File: config.mk
export PLATFORM = sky130hd
export DESIGN_NAME = lb_fill_ctrl
export DESIGN_NICKNAME = d
export VERILOG_FILES = /design/src/rtl/lb_fill_ctrl.sv
export SDC_FILE = /design/constraint.sdc
export NUM_CORES = 1
export LEC_CHECK = 0
export ABC_AREA = 1
export CAP_MARGIN = 40
export CORE_AREA = 2 2 193 195
export CTS_BUF_LIST = sky130_fd_sc_hd__clkbuf_16
export DETAILED_ROUTE_END_ITERATION = 10
export DIE_AREA = 0 0 195 197
export PLACE_DENSITY = 0.65
export SYNTH_ARGS = -nofsm -noshare
export SYNTH_HDL_FRONTEND = slang
export SYNTH_SLANG_ARGS = --single-unit
File: constraint.sdc
create_clock -name clk -period 1.5 [get_ports clk]
set_input_delay 0.3 -clock clk [delete_from_list [all_inputs] [get_ports clk]]
set_output_delay 0.3 -clock clk [all_outputs]
set_load 0.02 [all_outputs]
File: src/rtl/lb_fill_ctrl.sv
// Line-fill engine: on a line-buffer miss, issues one burst read, assembles
// NUM_BEATS beats into a line and delivers it as a single-cycle fill pulse.
module lb_fill_ctrl #(
  parameter int ADDR_WIDTH = 32,
  parameter int BEAT_WIDTH = 64,
  parameter int NUM_BEATS  = 4
) (
  input  logic                            clk,
  input  logic                            rst,
  input  logic                            miss_valid,
  input  logic [ADDR_WIDTH-1:0]           miss_addr,
  output logic                            miss_ready,
  input  logic                            flush,
  output logic [ADDR_WIDTH-1:0]           bmem_addr,
  output logic                            bmem_read,
  input  logic                            bmem_ready,
  input  logic                            bmem_rvalid,
  input  logic [BEAT_WIDTH-1:0]           bmem_rdata,
  output logic                            fill_valid,
  output logic [ADDR_WIDTH-1:0]           fill_addr,
  output logic [NUM_BEATS*BEAT_WIDTH-1:0] fill_data,
  output logic                            busy
);

  localparam int LINE_BYTES = NUM_BEATS * BEAT_WIDTH / 8;
  localparam int OFF_W      = $clog2(LINE_BYTES);
  localparam int CNT_W      = $clog2(NUM_BEATS);

  typedef enum logic [1:0] {
    S_IDLE = 2'd0,
    S_REQ  = 2'd1,
    S_RECV = 2'd2,
    S_FILL = 2'd3
  } state_e;

  state_e                                 state_q, state_d;
  logic                                   squash_q, squash_d;
  logic [CNT_W-1:0]                       beat_cnt_q, beat_cnt_d;
  logic [ADDR_WIDTH-1:0]                  line_addr_q, line_addr_d;
  logic [NUM_BEATS-1:0][BEAT_WIDTH-1:0]   data_q, data_d;
  logic                                   last_beat_s;
  logic                                   unused_offset_s;

  assign last_beat_s     = (beat_cnt_q == CNT_W'(NUM_BEATS - 1));
  // Byte offset within the line never reaches memory; the line is fetched whole.
  assign unused_offset_s = ^miss_addr[OFF_W-1:0];

  always_ff @(posedge clk) begin
    if (rst) begin
      state_q     <= S_IDLE;
      squash_q    <= 1'b0;
      beat_cnt_q  <= '0;
      line_addr_q <= '0;
      data_q      <= '0;
    end else begin
      state_q     <= state_d;
      squash_q    <= squash_d;
      beat_cnt_q  <= beat_cnt_d;
      line_addr_q <= line_addr_d;
      data_q      <= data_d;
    end
  end

  always_comb begin
    state_d     = state_q;
    squash_d    = squash_q;
    beat_cnt_d  = beat_cnt_q;
    line_addr_d = line_addr_q;
    data_d      = data_q;
    case (state_q)
      S_IDLE: begin
        if (miss_valid && !flush) begin
          line_addr_d = {miss_addr[ADDR_WIDTH-1:OFF_W], {OFF_W{1'b0}}};
          squash_d    = 1'b0;
          state_d     = S_REQ;
        end else begin
          state_d = S_IDLE;
        end
      end
      S_REQ: begin
        if (bmem_ready) begin
          // An accepted request cannot be cancelled; a same-cycle flush only squashes it.
          state_d    = S_RECV;
          beat_cnt_d = '0;
          squash_d   = flush;
        end else if (flush) begin
          state_d = S_IDLE;
        end else begin
          state_d = S_REQ;
        end
      end
      S_RECV: begin
        squash_d = squash_q | flush;
        if (bmem_rvalid) begin
          data_d[beat_cnt_q] = bmem_rdata;
          beat_cnt_d         = beat_cnt_q + CNT_W'(1);
          if (last_beat_s) begin
            state_d = (!squash_q && !flush) ? S_FILL : S_IDLE;
          end else begin
            state_d = S_RECV;
          end
        end else begin
          state_d = S_RECV;
        end
      end
      S_FILL: begin
        state_d = S_IDLE;
      end
      default: begin
        state_d = S_IDLE;
      end
    endcase
  end

  always_comb begin
    miss_ready = 1'b0;
    bmem_read  = 1'b0;
    fill_valid = 1'b0;
    busy       = 1'b1;
    case (state_q)
      S_IDLE: begin
        miss_ready = 1'b1;
        busy       = 1'b0;
      end
      S_REQ: begin
        bmem_read = 1'b1;
      end
      S_RECV: begin
        bmem_read = 1'b0;
      end
      S_FILL: begin
        fill_valid = !flush;
      end
      default: begin
        busy = 1'b0;
      end
    endcase
  end

  assign bmem_addr = line_addr_q;
  assign fill_addr = line_addr_q;
  assign fill_data = data_q;

endmodule

# Yosys cells after proc, flatten, opt, wreduce, memory -nomap -nowiden
# Index checks and enable logic that the tools add are counted.
# W data, S select, Z words.
dict set report word_totals {
  regBits 288
  output_inout_bits 324
}
dict set report classes {
  n_addsub 1
  order_cmp 2
  n_eq_ne 7
  mux 20
  bitwise 1
  reduce_logical 12
}
# cell count
set ops {}
lappend ops {{$bwmux W256} 1}
lappend ops {{$demux W64 S2} 1}
lappend ops {{$mux W64} 1}
lappend ops {{$mux W2} 6}
lappend ops {{$mux W1} 8}
lappend ops {{$pmux W2 S4} 1}
lappend ops {{$eq A2 B2 Y1 const B} 3}
lappend ops {{$ne A2 B2 Y1 const B} 3}
lappend ops {{$reduce_and A3 Y1} 2}
lappend ops {{$pmux W2 S2} 1}
lappend ops {{$reduce_and A2 Y1} 2}
lappend ops {{$logic_and A1 B1 Y1} 3}
lappend ops {{$lt A2 B3 Y1 const B} 1}
lappend ops {{$pmux W1 S3} 1}
lappend ops {{$reduce_bool A3 Y1} 1}
lappend ops {{$add A2 B1 Y2 const B} 1}
lappend ops {{$eq A2 B1 Y1 const B} 1}
lappend ops {{$ge A2 B1 Y1 const B} 1}
lappend ops {{$logic_not A1 Y1} 2}
lappend ops {{$logic_not A2 Y1} 1}
lappend ops {{$reduce_bool A2 Y1} 1}
lappend ops {{$or A1 B1 Y1} 1}

# Longest topological paths before layout
dict set report logic_depth {
  depth_word 6
  ltp_mapped 8
}

# Worst setup path before layout
# No wires, ideal clock.
dict set report synth_path {
  path_type {register -> register}
  from {register state_q[0]}
  to {register data_q (netlist bit fill_data[100])}
  setup_ps 70
  arrival_time_ps 1410
  required_ps 1430
  setup_slack_ps 19
  path_stages_with_launch 9
  n_path_buf 1
  synth_period_minus_slack_ps 1481
  path_cell_list {dfxtp_1 > inv_1 > ha_1 > nand2_2 > inv_4 > nand2_2 > clkbuf_1 > nand2_1 > a21oi_1}
}
dict set report synth_via {
  elab_chain_len 2
}
# element line_no
set synth_rtl {}
lappend synth_rtl {{start, declared} 36} ;# state_e state_q, state_d;
lappend synth_rtl {{start signal, assigned} 56} ;# state_q <= state_d;
lappend synth_rtl {{$eq A2 B2 Y1} 70} ;# case (state_q)
lappend synth_rtl {{$reduce_and A2 Y1 (no line)} n/a}
lappend synth_rtl {{end signal, assigned} 60} ;# data_q <= data_d;
lappend synth_rtl {{end, declared} 40} ;# logic [NUM_BEATS-1:0][BEAT_WIDTH-1:0] data_q, data_d;
# No other way between the ends.
# A chain may end at the register's enable or synchronous reset.

# Worst setup path in the final report
dict set report layout_path {
  from {register state_q[1]}
  to {output fill_valid}
}
dict set report layout_via {
  elab_chain_len 2
}
# element line_no
set layout_rtl {}
lappend layout_rtl {{$eq A2 B2 Y1} 120} ;# case (state_q)
lappend layout_rtl {{$mux W1} 120}
lappend layout_rtl {{end, declared} 19} ;# output logic fill_valid,
# No other way between the ends.

==> qor.yml <==
run_status:
  status: "complete, but fails checks"
  violations: "setup timing"
yosys:
  synth_cell_types: 22
  syn_area_um2: 10800
  syn_area_per_cell_um2: 8.01
  netlist_top_cells_area: "dfxtp_1 (53%), a21oi_1 (10%), nand3_1 (8.9%)"
  synth_top_cell_area_share: 0.534
  ys_ff_latch: 288
  ys_seq_area_frac: 0.534
  synth_warnings: 0
  syn_inst: 1348
  synth_top_area_cell: "dfxtp_1"
run:
  max_cap_viol_count: 0
global_routing:
  overflow: 0
  grt_pass1_vias: 10600
  grt_first_pass_wirelength_mm: 62.2
  grtUsageTotal: 0.206
  grt_antenna_before_repair: 1
  grt_max_degree: 109
worst_setup_path:
  worstReg2RegEnd: "fill_data[120]"
  critPathLaunch: "state_q[1]"
  worstPathArrival_ns: 1.41
  crit_type: "register to output pin"
  reg2reg_from: "state_q[0]"
  reg2reg_slack_ns: -0.18
  r2r_cells: 10
  endpoint_kind: "output pin"
  critPathMaxFanout: 3
  critical_path_required_ns: 1.20
  cp-endpoint: "fill_valid"
  start_kind: "register"
clock_tree:
  clkTransAtPathRegs_ns: 0.06
  clk_latency_ns: 0.52
  clock_sinks: 288
  clockRootBuffer: "clkbuf_16"
  tritoncts: "built"
  ctsHoldBuffers: 0
  cts_buffers: 34
  htree_levels: 2
  max-clock-path-buffers: 3
min_path:
  worstHoldPathCells: 3
  holdCritPathClass: "input port to register"
  min_from: "rst"
sta:
  hold_violations: 0
  period_share: 1.14
  fin_ws_ns: -0.213
  setup_violations: 281
  worstMarginPinSlew_ns: 0.770
  fin_skew_ns: 0.0165
  drv_slew: 0
  period_minus_slack_ns: 1.71
  fin_setup_tns_ns: -19.24
  rsz0062_at_grt: "true"
  maxSlewHeadroom: 0.487
  max_freq_ghz: 0.584
power:
  ir_drop_mv: 0.692
  powerDensity_nw_per_um2: 899
  p_leak_uw: 0.00697
floorplanning:
  dieArea_um2: 38400
  coreArea_um2: 36300
  io_pins: 426
  die_x_um: 195
  start_util: 0.298
  fp.dieH_um: 197
  rows: 70
placement:
  dp_hpwl_mm: 26.8
  gp_congestion: 0.865
  placed_area_um2: 15300
  portBuffers: 410
finish:
  nets: 1888
  final_area_um2: 19000
  area_growth_pct: 76.1
  layout-drive-gt1-share: 0.430
  postLayoutCoreUtil: 0.525
route:
  route.antenna.remaining_nets: 0
  drt_iter0_markers: 717
  first_pass_iters: 5
  drc_errors: 0
  wire_per_inst_um: 22.6
  vias: 11700
  totalWireLength_mm: 51.4
  avgViaCountPerCell: 5.14
-- placed cells by master (no fill, tap or decap), drive strengths merged --
cell / netlist / final
dlygate4sd2: 0 / 3
inv: 41 / 49
clkdlybuf4s15: 0 / 149
clkdlybuf4s50: 0 / 95
clkbuf: 74 / 203
nor2: 139 / 139
dfxtp: 288 / 288
nand3: 193 / 193
ha: 9 / 9
diode: 0 / 1
buf: 72 / 113
nand2: 213 / 216
clkinv: 0 / 16
a21oi: 225 / 225
conb: 1 / 10
o21ai: 93 / 93
-- how the worst min path moves through the flow --
stage / end
2_1_floorplan: fill_data[207]
3_3_place_gp: fill_data[178]
3_5_place_dp: fill_data[71]
4_1_cts: fill_data[163]
5_1_grt: fill_data[161]
6_report: fill_data[20]
-- cells in the mapped netlist --
library cell    n
nand3_1       192
nand2_1       209
inv_1          38
clkbuf_2        2
clkbuf_1       72
buf_2          12
buf_6          17
buf_1           2
o21ai_1        13
ha_1            9
buf_4          40
nor2_4          1
nand3_2         1
dfxtp_1       288
inv_2           2
buf_12          1
o21ai_0        80
nand2_2         4
a21oi_1       225
nor2_1        138
inv_4           1
conb_1          1
-- where the power goes --
group	switching, uW	internal (uW)	leakage (uW)
clock network	3270	4420	0.000546
logic	1020	608	0.00409
registers	63.4	7720	0.00233
total	4350	12700	0.00697
-- kinds of logic after synthesis --
| family | synth area share |
|---|---|
| other cells | 0.000347 |
| buf+inv | 0.0941 |
| simple gates | 0.214 |
| compound gates | 0.147 |
| flops | 0.534 |
| fa+ha+maj | 0.0104 |
-- stage by stage --
step           worst slack, ns  instances  power [uW]  hold slack, ns
2_1_floorplan           0.0195       1357        8580           0.435
3_3_place_gp            -0.272       2132        9370           0.448
3_5_place_dp            -0.239       2132        9380           0.452
4_1_cts                 -0.202       2196       17000           0.286
5_1_grt                 -0.252       2270       17700           0.342
6_report                -0.213       2270       17100           0.317
-- critical path, cell delays in order (launching register included) --
cell and delay, ns:
dfxtp_4 0.40, buf_6 0.12, ha_4 0.13, inv_2 0.03, nor2_1 0.08, buf_4 0.15
-- routing by layer --
| layer | global-route usage | share of wire | vias to the layer above |
|---|---|---|---|
| li1 | - | - | 5318 |
| met1 | 0.256 | 0.40 | 5667 |
| met2 | 0.348 | 0.48 | 557 |
| met3 | 0.0491 | 0.083 | 118 |
| met4 | 0.0763 | 0.036 | 0 |
| met5 | 0 | 0 | - |
-- registers in the layout, summed over array words and instances, names as in the netlist --
register	count
fill_data	256
squash_q	1
beat_cnt_q	2
state_q	2
bmem_addr	27
-- final cells by class --
cell class              count  area, um^2
inverters                  41         180
flip-flops and latches    288        5780
clock inverters            23        98.8
well taps                 468         586
fillers                  3281       17200
clock buffers              37         926
diodes                      1        2.50
multi-input cells         885        5900
repair inverters            1        30.0
repair buffers            526        5520
-- repair_timing --
item,in CTS,in global routing
endpoints found under the hold margin,0,0
buffers inserted,2,21
setup endpoints to repair,519,399
gates cloned,2,52
resized for setup,745,694
pin swaps,1,116
Power figures use the tool's default switching activity.
==> variant: new RTL, same flow settings <==
Take the reset off `line_addr_q` and `data_q` and load them in a clocked block of their own.
--- a/src/rtl/lb_fill_ctrl.sv
+++ b/src/rtl/lb_fill_ctrl.sv
@@ -52,4 +52,2 @@
       beat_cnt_q  <= '0;
-      line_addr_q <= '0;
-      data_q      <= '0;
     end else begin
@@ -58,5 +56,8 @@
       beat_cnt_q  <= beat_cnt_d;
-      line_addr_q <= line_addr_d;
-      data_q      <= data_d;
     end
+  end
+
+  always_ff @(posedge clk) begin
+    line_addr_q <= line_addr_d;
+    data_q      <= data_d;
   end
Behaviour: not the same (Yosys sat finds a counterexample within 4 cycles, from zero or initial values and one cycle with rst high).
==> variant against the original RTL <==
- the flow still finishes with violations (negative setup slack)
- worst setup slack better by 0.023 ns
- global-route usage is 8.1 points lower
- via count is 54% lower
- worst hold slack lost 0.025 ns
- routed wire length shrank 43%
- cell area down 24%
- sequential cell count did not move
- synthesized area shrank 15%
- critical path depth rose by 3
Power is not compared: it rests on default switching activity, and its combinational part moved more than twofold at a synthesized area within 25%.
==> variant: results (changes against the original RTL) <==
metric	value	unit	change
post-synthesis sequential area ratio	93.14	%	+40 points
DR vias	5416		-54%
critical path fanouts, max	4		+1
placed inst area	13960	um^2	-8.7%
DRT iter0 DRCs	170		-76%
largest net degree at the start of global routing	37		-66%
setup bufs post-CTS	7		+5
Antenna diodes	0		-1
# setup viols final	275		-2.1%
Setup WS post-layout	-0.1901	ns	+0.02328 ns
Hold Path Depth	1		-2
arrival time worst endpoint	1.96	ns	+0.55 ns
Final Wtd Congestion	0.7323		-15%
Inserted Clock Buffers	30		-12%
post-CTS sizing	1240		+66%
Post-synth EDFFs	283		+283
drt first pass iters	4		-1
status	finished, violations left		
H-tree Lvls	1		-1
worst skew pair latency	0.56	ns	+0.04 ns
failing checks	negative setup slack		
worst clock skew	0.02365	ns	+0.007116 ns
synth top area cells	edfxtp_1, buf_4, ha_1		
Total GRT Usage	12.52	%	-8.1 points
GRT met1 Usage	13.10	%	-13 points
global routing usage on met3	4.757	%	-0.15 points
adder-cell share of the synthesized area	1.220	%	+0.18 points
initial antenna violation count	4		+3
post-layout net count	980		-48%
Layout fillers	3341		+1.8%
variant: final timing paths:
path,startpoint,endpoint
max,state_q[0],fill_data[192]
min,miss_addr[5],bmem_addr[5]
max reg2reg,state_q[0],fill_data[192]
min reg2reg,beat_cnt_q[1],beat_cnt_q[1]
variant: final cells by class:
class | count | share of cell area (%)
Clock buffer | 31 | 5.378
Multi-Input combinational cell | 60 | 2.819
Inverter | 15 | 0.4250
Clock inverter | 22 | 1.093
Sequential cell | 288 | 59.66
Timing Repair Buffer | 474 | 26.57
Tap cell | 468 | 4.059
variant: stage by stage:
step                setup WS (ns)  util [%]  std cells  power, mW
floorplan                 -0.5250         -        400      9.353
global placement          -0.3382     38.49       1255      9.818
global route              -0.2535     39.78       1358      17.24
finish                    -0.1901     39.78       1358      16.66
detailed placement        -0.4009     38.49       1255      9.832
CTS                       -0.2326     38.04       1315      16.84
variant: layer usage:
layer | share of wire (%) | routed length, um
met4 | 3.0 | 875
met3 | 9.0 | 2611
met2 | 51 | 14940
met5 | 0 | 0
met1 | 37 | 10660
variant: cells by family after synthesis:
| logic type | after synthesis |
|---|---|
| buffers and inverters | 52 |
| DFF | 288 |
| AOI/OAI and AO/OA | 8 |
| adders and majority gates | 9 |
| and+or+nand+nor | 33 |
| other | 1 |
variant: where the power goes:
part	total, mW	switching [mW]	internal, mW
registers	8.92	0.0327	8.89
clock network	7.01	2.95	4.05
logic	0.738	0.369	0.369
variant: critical path, stage by stage, from the launching register on:
cell       delay (ns)
dfxtp_4          0.36
inv_4            0.06
buf_4            0.11
ha_4             0.19
buf_6            0.12
inv_2            0.04
nor2_4           0.17
buf_6            0.18
clkbuf_16        0.17
